## config.mk

```make
export PLATFORM = sky130hd
export DESIGN_NAME = arbitro_memoria_original
export DESIGN_NICKNAME = d
export VERILOG_FILES = /design/src/rtl/arbitro_memoria_original.sv
export SDC_FILE = /design/constraint.sdc
export NUM_CORES = 1
export LEC_CHECK = 0
export ABC_AREA = 1
export CELL_PAD_IN_SITES_DETAIL_PLACEMENT = 0
export CELL_PAD_IN_SITES_GLOBAL_PLACEMENT = 1
export CORE_UTILIZATION = 33
export CTS_BUF_LIST = sky130_fd_sc_hd__clkbuf_8
export DETAILED_ROUTE_END_ITERATION = 7
export HOLD_SLACK_MARGIN = 0.1
export PLACE_DENSITY = 0.82
export SYNTH_ARGS = -nofsm -noshare
export SYNTH_HDL_FRONTEND = slang
export SYNTH_SLANG_ARGS = --single-unit
```

## constraint.sdc

```tcl
create_clock -name clk -period 1.8 [get_ports clk]
set_clock_uncertainty 0.1 [all_clocks]
set_input_delay 0.36 -clock clk [delete_from_list [all_inputs] [get_ports clk]]
set_output_delay 0.36 -clock clk [all_outputs]
set_load 0.05 [all_outputs]
```

## src/rtl/arbitro_memoria_original.sv

```systemverilog
// arbitro_memoria_original
// Single-port arbiter for the original-image RAM (160x120x8 buffer).
// One memory port is shared by the VGA idle-display reader, the resize reader and
// the HPS pixel writer. VGA has strict priority; the HPS write and the resize read
// are served round-robin when both are waiting. Read data returns through a tagged
// pipe that tracks the memory latency, so several reads may be in flight at once.
module arbitro_memoria_original #(
    parameter int ADDR_W   = 15,
    parameter int DATA_W   = 8,
    parameter int RD_LAT   = 2,
    parameter int MAX_WAIT = 1023
) (
    input  logic              clk,
    input  logic              rst,
    // VGA idle-display reader (highest priority, one read per cycle)
    input  logic              vga_rd_en,
    input  logic [ADDR_W-1:0] vga_rd_addr,
    output logic              vga_rd_valid,
    output logic [DATA_W-1:0] vga_rd_data,
    // resize engine reader
    input  logic              redim_rd_req,
    input  logic [ADDR_W-1:0] redim_rd_addr,
    output logic              redim_rd_gnt,
    output logic              redim_rd_valid,
    output logic [DATA_W-1:0] redim_rd_data,
    // HPS pixel writer (four-phase handshake)
    input  logic              hps_wr_req,
    input  logic [ADDR_W-1:0] hps_wr_addr,
    input  logic [DATA_W-1:0] hps_wr_data,
    output logic              hps_wr_done,
    // memory port
    output logic [ADDR_W-1:0] mem_addr,
    output logic [DATA_W-1:0] mem_wdata,
    output logic              mem_wren,
    input  logic [DATA_W-1:0] mem_rdata,
    // sticky starvation flag
    output logic              starve_err
);

    // Wait counters must be able to hold MAX_WAIT+1, where they saturate.
    localparam int              CNT_W   = $clog2(MAX_WAIT + 2);
    localparam logic [CNT_W-1:0] CNT_SAT = CNT_W'(MAX_WAIT + 1);
    localparam logic [CNT_W-1:0] CNT_ONE = CNT_W'(1);

    // Source tags carried alongside each read through the latency pipe.
    localparam logic [1:0] TAG_NONE  = 2'd0;
    localparam logic [1:0] TAG_VGA   = 2'd1;
    localparam logic [1:0] TAG_REDIM = 2'd2;

    // Which low-priority requester won the last contested grant.
    localparam logic SRC_REDIM = 1'b0;
    localparam logic SRC_HPS   = 1'b1;

    typedef enum logic [1:0] {
        W_IDLE    = 2'd0,
        W_PEND    = 2'd1,
        W_DONE    = 2'd2,
        W_WAITLOW = 2'd3
    } wr_state_t;

    // ------------------------------------------------------------------
    // State
    // ------------------------------------------------------------------
    wr_state_t         wr_state_q;
    logic              hps_done_q;
    logic              last_served_q;
    logic              last_served_d;
    logic [CNT_W-1:0]  hps_cnt_q;
    logic [CNT_W-1:0]  hps_cnt_d;
    logic [CNT_W-1:0]  redim_cnt_q;
    logic [CNT_W-1:0]  redim_cnt_d;
    logic              starve_q;
    logic [ADDR_W-1:0] mem_addr_q;
    logic [DATA_W-1:0] mem_wdata_q;
    logic              mem_wren_q;
    logic [1:0]        tag_q [0:RD_LAT];
    logic [1:0]        tag_d;
    logic              vga_valid_q;
    logic [DATA_W-1:0] vga_data_q;
    logic              redim_valid_q;
    logic [DATA_W-1:0] redim_data_q;

    // Combinational grant decisions for the coming edge
    logic              hps_pend_s;
    logic              gnt_vga_s;
    logic              gnt_hps_s;
    logic              gnt_redim_s;

    assign hps_pend_s = (wr_state_q == W_PEND);

    // ------------------------------------------------------------------
    // Arbitration
    // ------------------------------------------------------------------

    // Pick at most one requester for the next edge; nothing is taken during reset.
    always_comb begin
        gnt_vga_s     = 1'b0;
        gnt_hps_s     = 1'b0;
        gnt_redim_s   = 1'b0;
        last_served_d = last_served_q;
        if (rst) begin
            last_served_d = SRC_REDIM;
        end else if (vga_rd_en) begin
            gnt_vga_s = 1'b1;
        end else if (hps_pend_s && redim_rd_req) begin
            // Contested: the one not served last time wins.
            if (last_served_q == SRC_REDIM) begin
                gnt_hps_s     = 1'b1;
                last_served_d = SRC_HPS;
            end else begin
                gnt_redim_s   = 1'b1;
                last_served_d = SRC_REDIM;
            end
        end else if (hps_pend_s) begin
            gnt_hps_s = 1'b1;
        end else if (redim_rd_req) begin
            gnt_redim_s = 1'b1;
        end else begin
            gnt_vga_s = 1'b0;
        end
    end

    // Tag that enters the read-return pipe for the current grant.
    always_comb begin
        if (gnt_vga_s) begin
            tag_d = TAG_VGA;
        end else if (gnt_redim_s) begin
            tag_d = TAG_REDIM;
        end else begin
            tag_d = TAG_NONE;
        end
    end

    // Saturating wait counters: count unserved pending cycles, clear on grant or idle.
    always_comb begin
        if (!hps_pend_s || gnt_hps_s) begin
            hps_cnt_d = {CNT_W{1'b0}};
        end else if (hps_cnt_q == CNT_SAT) begin
            hps_cnt_d = hps_cnt_q;
        end else begin
            hps_cnt_d = hps_cnt_q + CNT_ONE;
        end

        if (!redim_rd_req || gnt_redim_s) begin
            redim_cnt_d = {CNT_W{1'b0}};
        end else if (redim_cnt_q == CNT_SAT) begin
            redim_cnt_d = redim_cnt_q;
        end else begin
            redim_cnt_d = redim_cnt_q + CNT_ONE;
        end
    end

    // Round-robin pointer, wait counters and the sticky starvation flag.
    always_ff @(posedge clk) begin
        if (rst) begin
            last_served_q <= SRC_REDIM;
            hps_cnt_q     <= {CNT_W{1'b0}};
            redim_cnt_q   <= {CNT_W{1'b0}};
            starve_q      <= 1'b0;
        end else begin
            last_served_q <= last_served_d;
            hps_cnt_q     <= hps_cnt_d;
            redim_cnt_q   <= redim_cnt_d;
            starve_q      <= starve_q | (hps_cnt_d == CNT_SAT) | (redim_cnt_d == CNT_SAT);
        end
    end

    // ------------------------------------------------------------------
    // Memory port
    // ------------------------------------------------------------------

    // Register the granted address/data; the address holds when nobody is granted.
    always_ff @(posedge clk) begin
        if (rst) begin
            mem_addr_q  <= {ADDR_W{1'b0}};
            mem_wdata_q <= {DATA_W{1'b0}};
            mem_wren_q  <= 1'b0;
        end else begin
            mem_wren_q <= gnt_hps_s;
            if (gnt_vga_s) begin
                mem_addr_q <= vga_rd_addr;
            end else if (gnt_hps_s) begin
                mem_addr_q  <= hps_wr_addr;
                mem_wdata_q <= hps_wr_data;
            end else if (gnt_redim_s) begin
                mem_addr_q <= redim_rd_addr;
            end else begin
                mem_addr_q <= mem_addr_q;
            end
        end
    end

    // ------------------------------------------------------------------
    // Read return path
    // ------------------------------------------------------------------

    // Tag pipe: entry 0 matches the registered address, entry RD_LAT matches mem_rdata.
    always_ff @(posedge clk) begin
        if (rst) begin
            for (int i = 0; i <= RD_LAT; i++) begin
                tag_q[i] <= TAG_NONE;
            end
        end else begin
            tag_q[0] <= tag_d;
            for (int i = 1; i <= RD_LAT; i++) begin
                tag_q[i] <= tag_q[i-1];
            end
        end
    end

    // Route returning data to its requester; data holds between valids.
    always_ff @(posedge clk) begin
        if (rst) begin
            vga_valid_q   <= 1'b0;
            vga_data_q    <= {DATA_W{1'b0}};
            redim_valid_q <= 1'b0;
            redim_data_q  <= {DATA_W{1'b0}};
        end else begin
            vga_valid_q   <= (tag_q[RD_LAT] == TAG_VGA);
            redim_valid_q <= (tag_q[RD_LAT] == TAG_REDIM);
            if (tag_q[RD_LAT] == TAG_VGA) begin
                vga_data_q <= mem_rdata;
            end else if (tag_q[RD_LAT] == TAG_REDIM) begin
                redim_data_q <= mem_rdata;
            end else begin
                vga_data_q <= vga_data_q;
            end
        end
    end

    // ------------------------------------------------------------------
    // HPS write handshake
    // ------------------------------------------------------------------

    // Write FSM: accept a request, wait for the grant, pulse done, then wait for req low
    // so a request held high never produces a second write.
    always_ff @(posedge clk) begin
        if (rst) begin
            wr_state_q <= W_IDLE;
            hps_done_q <= 1'b0;
        end else begin
            hps_done_q <= (wr_state_q == W_DONE);
            case (wr_state_q)
                W_IDLE: begin
                    if (hps_wr_req) begin
                        wr_state_q <= W_PEND;
                    end else begin
                        wr_state_q <= W_IDLE;
                    end
                end
                W_PEND: begin
                    if (gnt_hps_s) begin
                        wr_state_q <= W_DONE;
                    end else begin
                        wr_state_q <= W_PEND;
                    end
                end
                W_DONE: begin
                    wr_state_q <= W_WAITLOW;
                end
                W_WAITLOW: begin
                    if (!hps_wr_req) begin
                        wr_state_q <= W_IDLE;
                    end else begin
                        wr_state_q <= W_WAITLOW;
                    end
                end
                default: begin
                    wr_state_q <= W_IDLE;
                end
            endcase
        end
    end

    // ------------------------------------------------------------------
    // Outputs
    // ------------------------------------------------------------------
    assign redim_rd_gnt   = gnt_redim_s;
    assign vga_rd_valid   = vga_valid_q;
    assign vga_rd_data    = vga_data_q;
    assign redim_rd_valid = redim_valid_q;
    assign redim_rd_data  = redim_data_q;
    assign hps_wr_done    = hps_done_q;
    assign mem_addr       = mem_addr_q;
    assign mem_wdata      = mem_wdata_q;
    assign mem_wren       = mem_wren_q;
    assign starve_err     = starve_q;

endmodule

```

==> flow_summary_export.csv <==
group,metric,value,unit
run_status,outcome,"finished, final reports clean",
drt,wl,9.57,mm
floorplan,die_x,104,microns
min_path,hold_path.class,"in -> reg",
sta,setup_viol,0,
critical_path,rrSetupSlack,0.09,ns
floorplan,die_area,10800,sq um
cells_and_area,final_nets,698,
power,p_total,4.13,mW
synth,ys_seq_elements,75,
grt,grtUsageTotal,0.176,
synth,synth_area_leader_cell,"dfxtp_1",
synth,synth_fp_nets,548,
drt,routedWlPerCell,12.5,microns
cells_and_area,area_growth,51.8,%
cells_and_area,final_common_cell,"nand2_1",
clocking,clock_latency,0.34,ns
clocking,h-tree-depth,3,
sta,fin_crit_sh,0.976,
sta,worstMarginPinSlew,0.433,ns
floorplan,ioPinCount,111,
drt,via_per_inst,4.69,
cells_and_area,drive_gt1_frac,0.232,
synth,synth_top_area_frac,0.439,
run,drv_cap,0,
critical_path,cp-endpoint,"redim_rd_gnt",
floorplan,fp.dieH,104,microns
critical_path,cp.required,1.34,ns
synth,yosys_warnings,0,
sta,hold_slack,0.293,ns
clocking,cts_root_buffer,"clkbuf_8",
clocking,cts_sinks,75,
floorplan,num_rows,36,
critical_path,path_max_fanout,2,
clocking,cts_buffers,9,
power,peakVddDrop,472,uV
sta,slew_viol_final,0,
drt,ant_nets,0,
drt,drtIter0Drc,83,
sta,max_freq,569,MHz
sta,slew_headroom,0.709,
synth,synthesis.instances,478,
grt,grt_pass1_wl,15.5,mm
critical_path,timing.rr.end,"mem_addr[0]",
cells_and_area,n_antenna_cell,0,
sta,finalHoldViolCount,0,
critical_path,cp-startpoint,"vga_rd_en",
clocking,clockBufferDepth,2,
critical_path,cp.arrival,1.30,ns
critical_path,reg2reg_depth,10,
cells_and_area,layout_common_cells,"100 x nand2_1, 84 x buf_4, 82 x nor2_1",
synth,synth_area_leaders,"dfxtp_1 44%, nand2_1 11%, nor2_1 9.4%",
grt,overflow,0,
synth,seq_area_frac_synth,0.439,
clocking,cts_tree,"done",
synth,ys_types,31,
drt,drc,0,
floorplan,start_util,0.345,
critical_path,startpoint_type,"input pin",
grt,antenna_found_initial,0,
sta,fin_crit,1.76,ns
floorplan,core,9910,sq um
placed_design,place.gp.congestion,0.786,
critical_path,end_kind,"output pin",
drt,vias,3590,
placed_design,io_buffer_count,110,
synth,postSynthAreaPerCell,7.16,sq um
power,power_per_cell_area,796,nW/um^2
grt,grt_max_degree,24,
drt,firstDrtPassIters,4,
clocking,clk_pin_slew,0.08,ns
critical_path,critPathKind,"in -> out",
power,p_leak,2.29,nW
grt,grt_pass1_vias,3387,
placed_design,hpwl,7.07,mm
synth,synth_area,3420,sq um
critical_path,r2r_start,"wr_state_q[0]",
## worst max-delay path, cell delays in order
cell and delay (ns):
dlygate4sd2_1 0.27, buf_4 0.15, nor3_2 0.22, nand2_4 0.08
inv_2 0.08, buf_12 0.13
## cells in the mapped netlist
master    instances
buf_6             1
clkinv_1          1
nor2_2            2
buf_1             2
o211ai_1          7
o21ai_0          25
nand3b_1          2
a31oi_1           9
a21oi_4           1
nand2_2           3
clkbuf_1          6
dfxtp_1          75
o21bai_1          5
a22oi_1           2
inv_2             6
nor2_4            2
nand3_2           1
nor2_1           86
xor2_1            7
nor4_1            1
ha_1              4
nand2_1         101
nand3_1          45
buf_2             8
nand4_1           5
inv_1            37
nand3_4           1
nor3_1            8
a21oi_1          15
nor3_2            3
o21a_1            7
## report_power, final
group	switching [mW]	internal (mW)	leakage, nW
sequential	0.0461	1.73	0.612
clock	0.670	0.833	0.111
combinational	0.487	0.366	1.56
## layout make-up
cell class / instances / area (sq um)
clock buffers: 10 / 138
clock inverters: 6 / 95.1
fillers: 980 / 4720
inverters: 44 / 168
multi-input cells: 343 / 1760
flip-flops and latches: 75 / 1510
well taps: 133 / 166
repair buffers: 155 / 1360
## how the worst min path moves through the flow
stage / end / cells past startpoint / from
finish: mem_addr[13] / 3 / rst
detailed placement: tag_q[0][3] / 2 / tag_q[0][1]
global placement: tag_q[0][2] / 2 / tag_q[0][0]
floorplan: tag_q[0][2] / 2 / tag_q[0][0]
global route: mem_addr[13] / 3 / rst
CTS: mem_addr[13] / 3 / rst
## cells by family (layout without fill, tap and decap cells)
group | count (synthesis) | in the layout | share of synthesized area
adder cells (fa/ha/maj) | 4 | 4 | 0.0146
buffers and inverters | 61 | 215 | 0.0721
XOR/XNOR | 7 | 7 | 0.0179
AND/OR/NAND/NOR | 260 | 260 | 0.331
flip-flops | 75 | 75 | 0.439
AO/OA/AOI/OAI | 71 | 72 | 0.126
## sequential cells by signal, summed over array words and instances (netlist names), 2 cells and up
register       flops
redim_rd_data      8
tag_q              6
vga_rd_data        8
wr_state_q         2
hps_cnt_q         11
redim_cnt_q       11
mem_wdata          8
mem_addr          15
## repair_timing
action | CTS | global route
pin swaps | 1 | 8
hold buffers | 0 | 0
cloned | 0 | 1
resized for setup | 4 | 33
setup buffers | 1 | 5
setup endpoints to repair | 2 | 18
## routing by layer
layer,track usage,vias to the layer above,part of all wire
met2,0.293,123,0.46
met4,0.0551,0,0.014
met3,0.0535,14,0.069
li1,-,1859,-
met1,0.218,1594,0.46
met5,0,-,0
## stage by stage
step,worst slack [ns],TNS [ns],cells,utilization,area [sq um]
2_1_floorplan,0.169,0,478,-,3420
3_3_place_gp,-0.325,-5.25,743,0.485,4810
3_5_place_dp,-0.342,-6.92,743,0.485,4810
4_1_cts,0.00522,0,760,0.509,5050
5_1_grt,-0.0250,-0.0727,766,0.524,5190
6_report,0.0440,0,766,0.524,5190
(Power assumes the default switching activity.)
